--- config.mk ---
export PLATFORM = sky130hd
export DESIGN_NAME = store_buffer
export DESIGN_NICKNAME = d
export VERILOG_FILES = /design/src/rtl/store_buffer.sv
export SDC_FILE = /design/constraint.sdc
export NUM_CORES = 1
export LEC_CHECK = 0
export ABC_AREA = 1
export CAP_MARGIN = 20
export CORE_ASPECT_RATIO = 1.5
export CORE_MARGIN = 2
export CORE_UTILIZATION = 59
export CTS_BUF_LIST = sky130_fd_sc_hd__clkbuf_8
export CTS_CLUSTER_SIZE = 14
export DETAILED_ROUTE_END_ITERATION = 7
export GPL_TIMING_DRIVEN = 0
export PLACE_DENSITY = 0.94
export RECOVER_POWER = 50
export SYNTH_ARGS = -nofsm -noshare
export SYNTH_HDL_FRONTEND = slang
export SYNTH_SLANG_ARGS = --single-unit
export TNS_END_PERCENT = 1
--- constraint.sdc ---
create_clock -name clk -period 6.95 [get_ports clk]
set_input_delay 1.39 -clock clk [delete_from_list [all_inputs] [get_ports clk]]
set_output_delay 1.39 -clock clk [all_outputs]
set_load 0.01 [all_outputs]
--- src/rtl/store_buffer.sv ---
// Store buffer: circular FIFO of pending stores draining to data memory.
// Define STORE_FWD_EN to enable store-to-load forwarding of word stores.
module store_buffer #(
    parameter int ADDRESS_WIDTH = 32,
    parameter int DATA_WIDTH    = 32,
    parameter int DEPTH         = 4
) (
    input  logic                       clk,
    input  logic                       rst,
    input  logic                       we,
    input  logic [ADDRESS_WIDTH-1:0]   alu_result,
    input  logic [DATA_WIDTH-1:0]      wd,
    input  logic [2:0]                 memcontrol,
    output logic                       stall,
    output logic                       mem_we,
    output logic [ADDRESS_WIDTH-1:0]   mem_a,
    output logic [DATA_WIDTH-1:0]      mem_wd,
    output logic [2:0]                 mem_memcontrol,
    input  logic                       mem_ready,
    input  logic [ADDRESS_WIDTH-1:0]   ld_addr,
    output logic                       fwd_hit,
    output logic [DATA_WIDTH-1:0]      fwd_data,
    output logic                       empty,
    output logic [$clog2(DEPTH):0]     count
);

    localparam int PW = $clog2(DEPTH);
    localparam int CW = PW + 1;

    typedef enum logic {
        IDLE,
        DRAIN
    } state_t;

    state_t state_q, state_d;

    logic [ADDRESS_WIDTH-1:0] addr_q [DEPTH];
    logic [DATA_WIDTH-1:0]    data_q [DEPTH];
    logic [2:0]               mc_q   [DEPTH];

    logic [PW-1:0] head_q, tail_q;
    logic [CW-1:0] cnt_q;
    logic          full, push, pop;

    assign full  = (cnt_q == CW'(DEPTH));
    assign push  = we && !full;
    assign pop   = mem_we && mem_ready;
    assign stall = we && full;
    // cnt_q is already 0 under reset, so gate empty to keep outputs low.
    assign empty = rst && (cnt_q == '0);
    assign count = cnt_q;

    always_ff @(posedge clk or negedge rst) begin
        if (!rst) begin
            state_q <= IDLE;
            head_q  <= '0;
            tail_q  <= '0;
            cnt_q   <= '0;
        end else begin
            state_q <= state_d;
            if (push) tail_q <= tail_q + 1'b1;
            if (pop)  head_q <= head_q + 1'b1;
            if (push && !pop)
                cnt_q <= cnt_q + 1'b1;
            else if (pop && !push)
                cnt_q <= cnt_q - 1'b1;
        end
    end

    // Entry storage needs no reset: validity comes from the pointers.
    always_ff @(posedge clk) begin
        if (push) begin
            addr_q[tail_q] <= alu_result;
            data_q[tail_q] <= wd;
            mc_q[tail_q]   <= memcontrol;
        end
    end

    always_comb begin
        state_d = state_q;
        mem_we  = 1'b0;
        unique case (state_q)
            IDLE: begin
                if (push) state_d = DRAIN;
            end
            DRAIN: begin
                mem_we = 1'b1;
                if (mem_ready && !push && cnt_q == CW'(1))
                    state_d = IDLE;
            end
            default: state_d = IDLE;
        endcase
    end

    assign mem_a          = mem_we ? addr_q[head_q] : '0;
    assign mem_wd         = mem_we ? data_q[head_q] : '0;
    assign mem_memcontrol = mem_we ? mc_q[head_q]   : '0;

`ifdef STORE_FWD_EN
    logic [PW-1:0] idx;

    // Scan oldest to youngest so the youngest match wins.
    always_comb begin
        fwd_hit  = 1'b0;
        fwd_data = '0;
        idx      = '0;
        for (int i = 0; i < DEPTH; i++) begin
            idx = head_q + PW'(i);
            if (CW'(i) < cnt_q && mc_q[idx] == 3'b010 &&
                addr_q[idx][ADDRESS_WIDTH-1:2] ==
                ld_addr[ADDRESS_WIDTH-1:2]) begin
                fwd_hit  = 1'b1;
                fwd_data = data_q[idx];
            end
        end
    end
`else
    logic unused_ld_addr;

    assign unused_ld_addr = ^ld_addr;
    assign fwd_hit        = 1'b0;
    assign fwd_data       = '0;
`endif

endmodule

# Yosys cells after proc, flatten, opt, wreduce, memory -nomap -nowiden
# Memory sizes are Yosys's and may differ from the RTL's.
# Index checks and enable logic that the tools add are counted.
[classes]
n_reduce_logical = 13
eq_ne = 2
n_bitwise = 1
mux = 10
n_addsub = 4
[op_table]
columns = ["op", "count"]
rows = [
  ["32-bit 2-to-1 mux", 2],
  ["3-bit 2-to-1 mux", 3],
  ["1-bit logical AND", 8],
  ["2-bit by 1-bit adder with 2-bit output (second input constant)", 2],
  ["1-bit 2-to-1 mux", 4],
  ["3-bit by 1-bit adder with 3-bit output (second input constant)", 1],
  ["3-bit by 1-bit equality test with 1-bit output (second input constant)", 1],
  ["3-bit equality test (second input constant)", 1],
  ["1-bit logical NOT", 3],
  ["3-bit logical NOT", 1],
  ["3-bit by 1-bit subtractor with 3-bit output (second input constant)", 1],
  ["1-bit case mux with 2 select lines", 1],
  ["2-bit nonzero test", 1],
  ["1-bit NOT", 1],
]
[totals]
in_bits = 103
ramBits = 268
mem_count = 3
output_inout_bits = 106
regBits = 8
[memory_table]
columns = ["name", "depth", "word_bits", "read_ports", "rd_clocked_by_memory_dff", "wr", "line", "rtl"]
rows = [
  ["addr_q", 4, 32, 1, 0, 1, "37", "logic [ADDRESS_WIDTH-1:0] addr_q [DEPTH];"],
  ["data_q", 4, 32, 1, 0, 1, "38", "logic [DATA_WIDTH-1:0] data_q [DEPTH];"],
  ["mc_q", 4, 3, 1, 0, 1, "39", "logic [2:0] mc_q [DEPTH];"],
]

# Logic depth before layout (Yosys ltp)
# Gate-level depths: netlist of run 1.
[logic_depth]
word_depth = 8
mapped_depth = 10
ltp_nobuf = 10

# Worst setup path before layout of run 1
# No wires, ideal clock.
[synth_timing]
kind = "input to register"
start = "input we"
end = "memory addr_q[0][0], enable pin"
t_required_ns = 6.457
slack_ns = 1.797
n_path_buf = 0
t_arrival_ns = 4.661
stages = 4
cell_sequence = "inv_1 -> a21oi_1 -> inv_1 -> nor2_1"
[synth_between]
elab_chain_cells = 3
[synth_rtl]
columns = ["item", "line", "rtl"]
rows = [
  ["start: declaration", "10", "input logic we,"],
  ["1-bit logical AND", "46", "assign push = we && !full;"],
  ["net push", "43", "logic full, push, pop;"],
  ["1-bit 2-to-1 mux", "72", "if (push) begin"],
  ["1-bit 2-to-1 mux (not written as such)", "73", "addr_q[tail_q] <= alu_result;"],
  ["end: declaration", "37", ""],
]
# The timed path passes the listed nets, and every way through them passes these cells.

# Worst setup path after layout of run 1
[layout_timing]
start = "input rst"
end = "output empty"
[layout_between]
elab_chain_cells = 1
[layout_rtl]
columns = ["item", "line", "rtl"]
rows = [
  ["start: declaration", "9", "input logic rst,"],
  ["1-bit logical AND", "50", "assign empty = rst && (cnt_q == '0);"],
  ["end: declaration", "23", "output logic empty,"],
]
# No other way between the ends.

==> tab_implementation.tex, run 1 <==
\begin{tabular}{lr}
\hline
Metric & Value \\
\hline
\multicolumn{2}{l}{\textbf{Setup path}} \\
\quad Sort of element at the start of the critical path & primary input \\
\quad Data required time of the worst path & roughly 5.6 ns \\
\quad Flop-to-flop setup slack & between 3 and 4 ns \\
\quad Arrival time of the worst setup path & 2.93 ns \\
\quad Top Family by Delay on Critical Path & buffers and inverters \\
\quad Count of buffer and inverter cells on the critical path & 2 \\
\quad Max incr delay on CP & 0.78 ns \\
\quad Category of the worst setup path capture point & output port \\
\quad Crit-path cells & dlygate4sd3\_1, nand2\_1, nor2\_1, clkdlybuf4s50\_1 \\
\quad Critical-path top delay cell & sky130\_fd\_sc\_hd\_\_dlygate4sd3\_1 \\
\quad Start-to-end type of the worst setup path & in2out \\
\quad Largest driver fanout on the critical path & 9 \\
\multicolumn{2}{l}{\textbf{Placed design}} \\
\quad Count of input and output buffers & between 100 and 150 \\
\quad HPWL reported at the end of detailed placement & between 15,000 and 20,000 µm \\
\quad Total placed instance area & 0.01421 mm² \\
\quad Post-placement cell count & 1,605 \\
\quad Minimum setup slack after placement & roughly 2.7 ns \\
\quad Routability Congestion & 0.8064 \\
\multicolumn{2}{l}{\textbf{Clock network}} \\
\quad Buffers inserted by post-CTS timing repair & 0 \\
\quad Number of gates resized after CTS & 0 \\
\quad CTS root buffer & sky130\_fd\_sc\_hd\_\_clkbuf\_8 \\
\quad Longest Clk Path Bufs & 3 \\
\quad Clock tree from TritonCTS & built \\
\quad Number of buffers added by the clock tree synthesis step & 38 \\
\quad Clock network latency to the later pin of the worst-skew pair & $\sim$0.52 ns \\
\quad CTS H-Tree Depth & 2 \\
\quad Clock transition at the registers of the reported paths & 0.06 ns \\
\quad CTS sink count & around 280 \\
\quad Hold-fix buffer count after cts & 0 \\
\multicolumn{2}{l}{\textbf{Power and ir drop}} \\
\quad Power density normalized to cell area & 420.5 mW/mm² \\
\quad Maximum VDD drop & 0.3731 mV \\
\quad Clock network power share & between 15 and 20\% \\
\quad Share of total power in combinational logic & a little under half \\
\quad Power share of the sequential group & between 30\% and 40\% \\
\quad Leak Pwr & 6.649 nW \\
\quad Power consumption & approximately 6.3 mW \\
\quad Net Switching & 2.326 mW \\
\quad Int Pwr & about 3.9 mW \\
\quad Switching power share of the total & between 30\% and 40\% \\
\multicolumn{2}{l}{\textbf{Floorplanning}} \\
\quad Y dimension of the die & approximately 180 µm \\
\quad Standard-cell row count & 64 \\
\quad CORE AREA & around 0.020 mm² \\
\quad Width of the chip & approximately 120 µm \\
\quad Starting Density & 59.84\% \\
\quad Die area & around 0.022 mm² \\
\quad Boundary Pins & 209 \\
\multicolumn{2}{l}{\textbf{Finish}} \\
\quad Area of the multi-input gates & approximately 0.0024 mm² \\
\quad Non-filler instance count after layout & 1,674 \\
\quad Area grow syn2layout & 22.81\% \\
\quad Fraction of layout instances using a drive strength above 1 & 7.960\% \\
\quad Nets & 1,493 \\
\quad Final design area excluding fillers & approximately 0.015 mm² \\
\quad Core occupancy in the finished layout & roughly 73\% \\
\quad Sequential cell area & a little over 0.008 mm² \\
\quad Total of fill cells in the finished design & $\sim$1,200 \\
\multicolumn{2}{l}{\textbf{Yosys}} \\
\quad Synth Area in Compound Gates & a little under 3\% \\
\quad Count of unique library cells instantiated by Yosys & 19 \\
\quad Mux contribution to synthesized area & 0\% \\
\quad Proportion of synthesized chip area in sequential cells & between 60\% and 70\% \\
\quad Synthesized-area fraction occupied by xor and xnor cells & less than 1\% \\
\quad Synth warn & 0 \\
\quad Post-Synth Adder-Cell Area & less than 1\% \\
\quad Synthesis-stage register bit count & between 200 and 300 \\
\quad Post-Synthesis Cells & between 1,000 and 1,500 \\
\quad Area fraction in and, or, nand and nor cells after synthesis & roughly 15\% \\
\quad Dominant combinational cell family by area after synthesis & simple AND/OR/NAND/NOR gates \\
\quad Avg Inst Size Synth & between 10 and 15 µm² \\
\quad Combined area of all synthesized cells & $\sim$0.012 mm² \\
\multicolumn{2}{l}{\textbf{STA}} \\
\quad Slew HR & -14.43\% \\
\quad Top achievable clock speed & 0.2316 GHz \\
\quad Layout Skew & about 0.025 ns \\
\quad Post-layout worst setup margin & about 2.6 ns \\
\quad Final total negative setup slack & 0 ns \\
\quad Max-slew violations & 33 \\
\quad Final worst path period need & $\sim$4.3 ns \\
\quad Final hold violation count & 0 \\
\quad Unrepaired setup endpoints after global routing & false \\
\quad Min Hold Slack & 0.5410 ns \\
\quad Slew @ Worst Pin & between 1.5 and 2 ns \\
\quad Share of the clock period used by the worst path & roughly 62\% \\
\quad Final-report setup violation count & 0 \\
\multicolumn{2}{l}{\textbf{Global routing}} \\
\quad Maximum number of pins on one net before global-route repair & 30 \\
\quad Overflow after GRT & 0 \\
\quad Antenna violations before repair & 2 \\
\quad Via count of the first global-routing pass & 8,851 \\
\quad Total routing resource utilization after global routing & a little over a quarter \\
\quad Global-route wire length before repair & 44,370 µm \\
\multicolumn{2}{l}{\textbf{Run status}} \\
\quad Run status & finished with violations \\
\quad Violated checks & max-capacitance violations, max-slew violations \\
\multicolumn{2}{l}{\textbf{Min path}} \\
\quad Hold crit path type & reg2reg \\
\multicolumn{2}{l}{\textbf{Route}} \\
\quad Count of routing violations after the opening detailed-route iteration & approximately 850 \\
\quad Routed vias/inst & 5.219 \\
\quad Final routed wire length divided by cell count & between 15 and 20 µm \\
\quad Aggregate routed wire length & around 29,000 µm \\
\quad Overall via count from detail\_route & 8,737 \\
\quad Drt drc & 0 \\
\quad Post-route ant nets & 0 \\
\quad Detailed-routing iteration count for the pre-antenna-repair pass & 5 \\
\multicolumn{2}{l}{\textbf{Run}} \\
\quad Count of max-cap constraint violations & 2 \\
\hline
\end{tabular}
final cells by class:
| type | count | area share, % |
|---|---|---|
| repair buffers | 151 | 10.79 |
| well taps | 264 | 2.219 |
| diodes | 3 | 0.05042 |
| inverters | 287 | 7.253 |
| flip-flops and latches | 276 | 55.40 |
| plain buffers | 84 | 3.479 |
| clock inverters | 25 | 0.8152 |
| multi-input cells | 543 | 16.20 |
| clock buffers | 41 | 3.790 |
final timing paths:
| kind | depth (start not counted) | from | to |
|---|---|---|---|
| setup / recovery | 4 | rst | empty |
| hold / removal | 1 | tail_q[0]$_DFFE_PN0P_ | tail_q[0]$_DFFE_PN0P_ |
| setup reg to reg | 7 | count[0]$_DFFE_PN0P_ | data_q[2][9]$_DFFE_PP_ |
| hold reg to reg | 1 | tail_q[0]$_DFFE_PN0P_ | tail_q[0]$_DFFE_PN0P_ |
| max in group asynchronous | 1 | rst | head_q[1]$_DFFE_PN0P_ |
| min in group asynchronous | 1 | rst | state_q$_DFF_PN0_ |
flip-flops by register name, indices dropped and copies added, names as in the netlist:
name	flops
count	3
data_q	128
tail_q	2
addr_q	128
head_q	2
state_q	1
mc_q	12
power groups by stage:
stage	combinational, mW	clock, mW	sequential [mW]
floorplan	1.45	0	2.32
global placement	2.63	0	2.35
detailed placement	2.81	0	2.31
CTS	2.84	1.15	2.28
global route	3.04	1.22	2.30
finish	2.84	1.15	2.28
logic make-up after synthesis:
logic type,count (synthesis)
adders and majority gates,9
buffers and inverters,371
DFF,276
xor gates and xnor gates,4
other,1
AOI/OAI and AO/OA,71
and+or+nand+nor,426
cells in the mapped netlist (all sizes together):
master / instances / share of area (%)
clkbuf: 25 / 0.77
xor2: 3 / 0.22
ha: 9 / 0.93
buf: 59 / 3.5
o21ai: 2 / 0.083
nor2: 10 / 0.31
conb: 1 / 0.031
edfxtp: 268 / 66
nand2: 279 / 8.6
dfrtp: 8 / 1.7
inv: 287 / 8.9
nand3: 137 / 5.7
xnor2: 1 / 0.072
a21oi: 69 / 2.8
routing by layer:
metal | global-route usage [%] | part of all wire, % | up-vias
li1 | - | - | 4044
met1 | 29.89 | 35 | 4091
met2 | 48.94 | 54 | 514
met3 | 3.617 | 8.0 | 86
met4 | 10.98 | 3.5 | 2
met5 | 0 | 0.045 | -
layout by cell type (no fill, tap or decap), types with 33 or more instances in the layout:
| cell | netlist | layout |
|---|---|---|
| sky130_fd_sc_hd__a21oi_1 | 69 | 69 |
| sky130_fd_sc_hd__buf_4 | 35 | 35 |
| sky130_fd_sc_hd__clkbuf_8 | 0 | 41 |
| sky130_fd_sc_hd__clkdlybuf4s50_1 | 0 | 69 |
| sky130_fd_sc_hd__conb_1 | 1 | 33 |
| sky130_fd_sc_hd__dlygate4sd3_1 | 0 | 74 |
| sky130_fd_sc_hd__edfxtp_1 | 268 | 268 |
| sky130_fd_sc_hd__inv_1 | 285 | 300 |
| sky130_fd_sc_hd__nand2_1 | 279 | 279 |
| sky130_fd_sc_hd__nand3_1 | 137 | 137 |
No activity file was read; power rests on OpenSTA's default activity.
==> run 2: changes to the inputs <==
- CORE_UTILIZATION: 59 -> 55
- PLACE_DENSITY: 0.94 -> 0.89
- clock period: 6.95 -> 4.49 ns (I/O delays scaled with it)
==> run 2 against run 1 <==
  * The flow still finishes with violations (max-capacitance violations, max-slew violations)
  * Core utilization shrank 3.6 points
  * Final cell count increased by 0.78%
  * Sequential share of layout area shrank 0.83 points
  * Clock power up 93%
  * Count of clock-buffer cells in the layout stayed put
  * First-iteration DRC count fell by 15%
  * Total power grew 62%
  * Largest power group unchanged
==> tab_implementation.tex, run 2 (synthesis gave the netlist of run 1 again) <==
\begin{tabular}{lr}
\hline
Metric & Value \\
\hline
\multicolumn{2}{l}{\textbf{Run status}} \\
\quad Run status & finished with violations \\
\quad Violated checks & max-capacitance violations, max-slew violations \\
\multicolumn{2}{l}{\textbf{Setup path}} \\
\quad Top Family by Delay on Critical Path & simple AND/OR/NAND/NOR gates \\
\quad Max incr delay on CP & about 1.5 ns \\
\quad Sort of element at the start of the critical path & primary input \\
\quad End of the worst register-to-register path & data\_q[2][1]\$\_DFFE\_PP\_ \\
\quad Arrival time of the worst setup path & 3.86 ns \\
\quad Logic depth of the worst register-to-register path & 6 \\
\quad Start-to-end type of the worst setup path & in2reg \\
\quad Launch point of the critical path & we \\
\quad Most repeated library cell on the critical path & sky130\_fd\_sc\_hd\_\_inv\_1 \\
\quad Source of the worst register-to-register timing path & count[0]\$\_DFFE\_PN0P\_ \\
\quad Category of the worst setup path capture point & flop \\
\quad Flop-to-flop setup slack & between 0.8 and 0.9 ns \\
\quad Critical-path top delay cell & sky130\_fd\_sc\_hd\_\_nor2\_1 \\
\quad Largest driver fanout on the critical path & 29 \\
\quad Count of buffer and inverter cells on the critical path & 4 \\
\quad Data required time of the worst path & $\sim$4.7 ns \\
\quad Crit-path cells & clkdlybuf4s50\_1, inv\_1, a21oi\_1, inv\_1, nor2\_1, buf\_12 \\
\multicolumn{2}{l}{\textbf{Finish}} \\
\quad Most common library cell in the layout ignoring fill and taps & sky130\_fd\_sc\_hd\_\_inv\_1 \\
\quad Core occupancy in the finished layout & 69.86\% \\
\quad Area grow syn2layout & 24.69\% \\
\quad Nets & approximately 1,500 \\
\quad Non-filler instance count after layout & 1,687 \\
\quad Fraction of layout instances using a drive strength above 1 & a little under a tenth \\
\quad Commonest cells after routing, fill and taps aside & sky130\_fd\_sc\_hd\_\_inv\_1 (290), sky130\_fd\_sc\_hd\_\_nand2\_1 (279), sky130\_fd\_sc\_hd\_\_edfxtp\_1 (268) \\
\quad Largest registers in the final layout & addr\_q x128, data\_q x128, mc\_q x12 \\
\multicolumn{2}{l}{\textbf{STA}} \\
\quad Max-slew violations & 15 \\
\quad Slew HR & -26.53\% \\
\quad Final hold violation count & 0 \\
\quad Share of the clock period used by the worst path & 81.56\% \\
\quad Layout Skew & about 0.024 ns \\
\quad Top achievable clock speed & between 0.2 and 0.3 GHz \\
\quad Slew @ Worst Pin & 1.891 ns \\
\quad Min Hold Slack & approximately 0.53 ns \\
\quad Final worst path period need & around 3.7 ns \\
\quad Final-report setup violation count & 0 \\
\quad Unrepaired setup endpoints after global routing & false \\
\multicolumn{2}{l}{\textbf{Floorplanning}} \\
\quad Y dimension of the die & around 190 µm \\
\quad CORE AREA & 0.02164 mm² \\
\quad Boundary Pins & about 210 \\
\quad Starting Density & a little under three fifths \\
\quad Width of the chip & between 100 and 150 µm \\
\quad Standard-cell row count & between 60 and 70 \\
\quad Die area & 0.02327 mm² \\
\multicolumn{2}{l}{\textbf{Power and ir drop}} \\
\quad Maximum VDD drop & 0.4561 mV \\
\quad Leak Pwr & about 6.7 nW \\
\quad Power consumption & between 10 and 15 mW \\
\quad Power density normalized to cell area & around 670 mW/mm² \\
\multicolumn{2}{l}{\textbf{Route}} \\
\quad Overall via count from detail\_route & roughly 8,700 \\
\quad Routed vias/inst & 5.138 \\
\quad Detailed-routing iteration count for the pre-antenna-repair pass & 5 \\
\quad Final routed wire length divided by cell count & approximately 17 µm \\
\quad Drt drc & 0 \\
\quad Post-route ant nets & 0 \\
\quad Count of routing violations after the opening detailed-route iteration & between 700 and 800 \\
\quad Aggregate routed wire length & 28,470 µm \\
\multicolumn{2}{l}{\textbf{Placed design}} \\
\quad Routability Congestion & 0.7764 \\
\quad Post-placement cell count & approximately 1,600 \\
\quad HPWL reported at the end of detailed placement & approximately 19,000 µm \\
\quad Count of input and output buffers & roughly 140 \\
\multicolumn{2}{l}{\textbf{Global routing}} \\
\quad Overflow after GRT & 0 \\
\quad Via count of the first global-routing pass & roughly 8,900 \\
\quad Maximum number of pins on one net before global-route repair & 30 \\
\quad Antenna violations before repair & 3 \\
\quad Global-route wire length before repair & approximately 44,000 µm \\
\quad Total routing resource utilization after global routing & 23.94\% \\
\multicolumn{2}{l}{\textbf{Min path}} \\
\quad Endpoint of the worst hold-timing path & tail\_q[0]\$\_DFFE\_PN0P\_ \\
\quad Hold crit path type & reg2reg \\
\quad Startpoint of the lowest-slack hold path & tail\_q[0]\$\_DFFE\_PN0P\_ \\
\quad Hold-critical path depth & 1 \\
\multicolumn{2}{l}{\textbf{Clock network}} \\
\quad CTS H-Tree Depth & 2 \\
\quad CTS root buffer & sky130\_fd\_sc\_hd\_\_clkbuf\_8 \\
\quad Clock network latency to the later pin of the worst-skew pair & around 0.53 ns \\
\quad CTS sink count & around 280 \\
\quad Number of gates resized after CTS & 0 \\
\quad Buffers inserted by post-CTS timing repair & 0 \\
\quad Longest Clk Path Bufs & 3 \\
\quad Clock tree from TritonCTS & built \\
\quad Clock transition at the registers of the reported paths & around 0.07 ns \\
\quad Number of buffers added by the clock tree synthesis step & 39 \\
\quad Hold-fix buffer count after cts & 0 \\
\multicolumn{2}{l}{\textbf{Run}} \\
\quad Count of max-cap constraint violations & 1 \\
\hline
\end{tabular}
## run 2: where the power goes
group	switching [mW]	leakage, nW	internal (mW)
sequential	0.136	2.54	3.38
combinational	2.56	3.71	1.82
clock	0.951	0.463	1.27
## run 2: layout make-up
cell class	instances	area, µm²
Inverter	287	1080
Antenna cell	3	7.507
Clock buffer	41	564.3
Sequential cell	276	8248
Clock inverter	29	326.6
Timing Repair Buffer	152	1627
Multi-Input combinational cell	543	2405
Fill cell	1402	6520
Buffer	84	518.0
Tap cell	272	340.3
## run 2: worst reg2reg max path, cell delays in order, from the launching register on
cell,delay (ns)
sky130_fd_sc_hd__dfrtp_1,0.46
sky130_fd_sc_hd__inv_1,0.10
sky130_fd_sc_hd__ha_1,0.24
sky130_fd_sc_hd__a21oi_1,0.45
sky130_fd_sc_hd__inv_1,0.25
sky130_fd_sc_hd__nor2_1,1.45
sky130_fd_sc_hd__buf_12,0.34
## run 2: how the worst max path moves through the flow
stage | end | cells past startpoint | slack (ns)
2_1_floorplan | addr_q[0][0]$_DFFE_PP_ | 4 | -0.17
3_3_place_gp | data_q[1][9]$_DFFE_PP_ | 5 | -2.86
3_5_place_dp | data_q[3][3]$_DFFE_PP_ | 6 | 1.10
4_1_cts | mem_wd[6] | 5 | 0.94
5_1_grt | data_q[2][1]$_DFFE_PP_ | 6 | 0.71
6_report | data_q[2][1]$_DFFE_PP_ | 6 | 0.83
## run 2: metal layers
metal	part of all wire (%)	vias up	global-route usage (%)
met1	35	4099	25.56
met4	4.0	0	12.76
met5	0	-	0
li1	-	4048	-
met3	6.6	91	3.593
met2	54	429	45.41
## run 2: metrics by stage
step | TNS, ns | cell area [µm²] | setup WS [ns]
global placement | -754.58 | 14010 | -2.856
finish | 0 | 15120 | 0.8279
detailed placement | 0 | 14240 | 1.104
CTS | 0 | 15130 | 0.9385
floorplan | -45.85 | 12240 | -0.1711
global route | 0 | 15120 | 0.7087
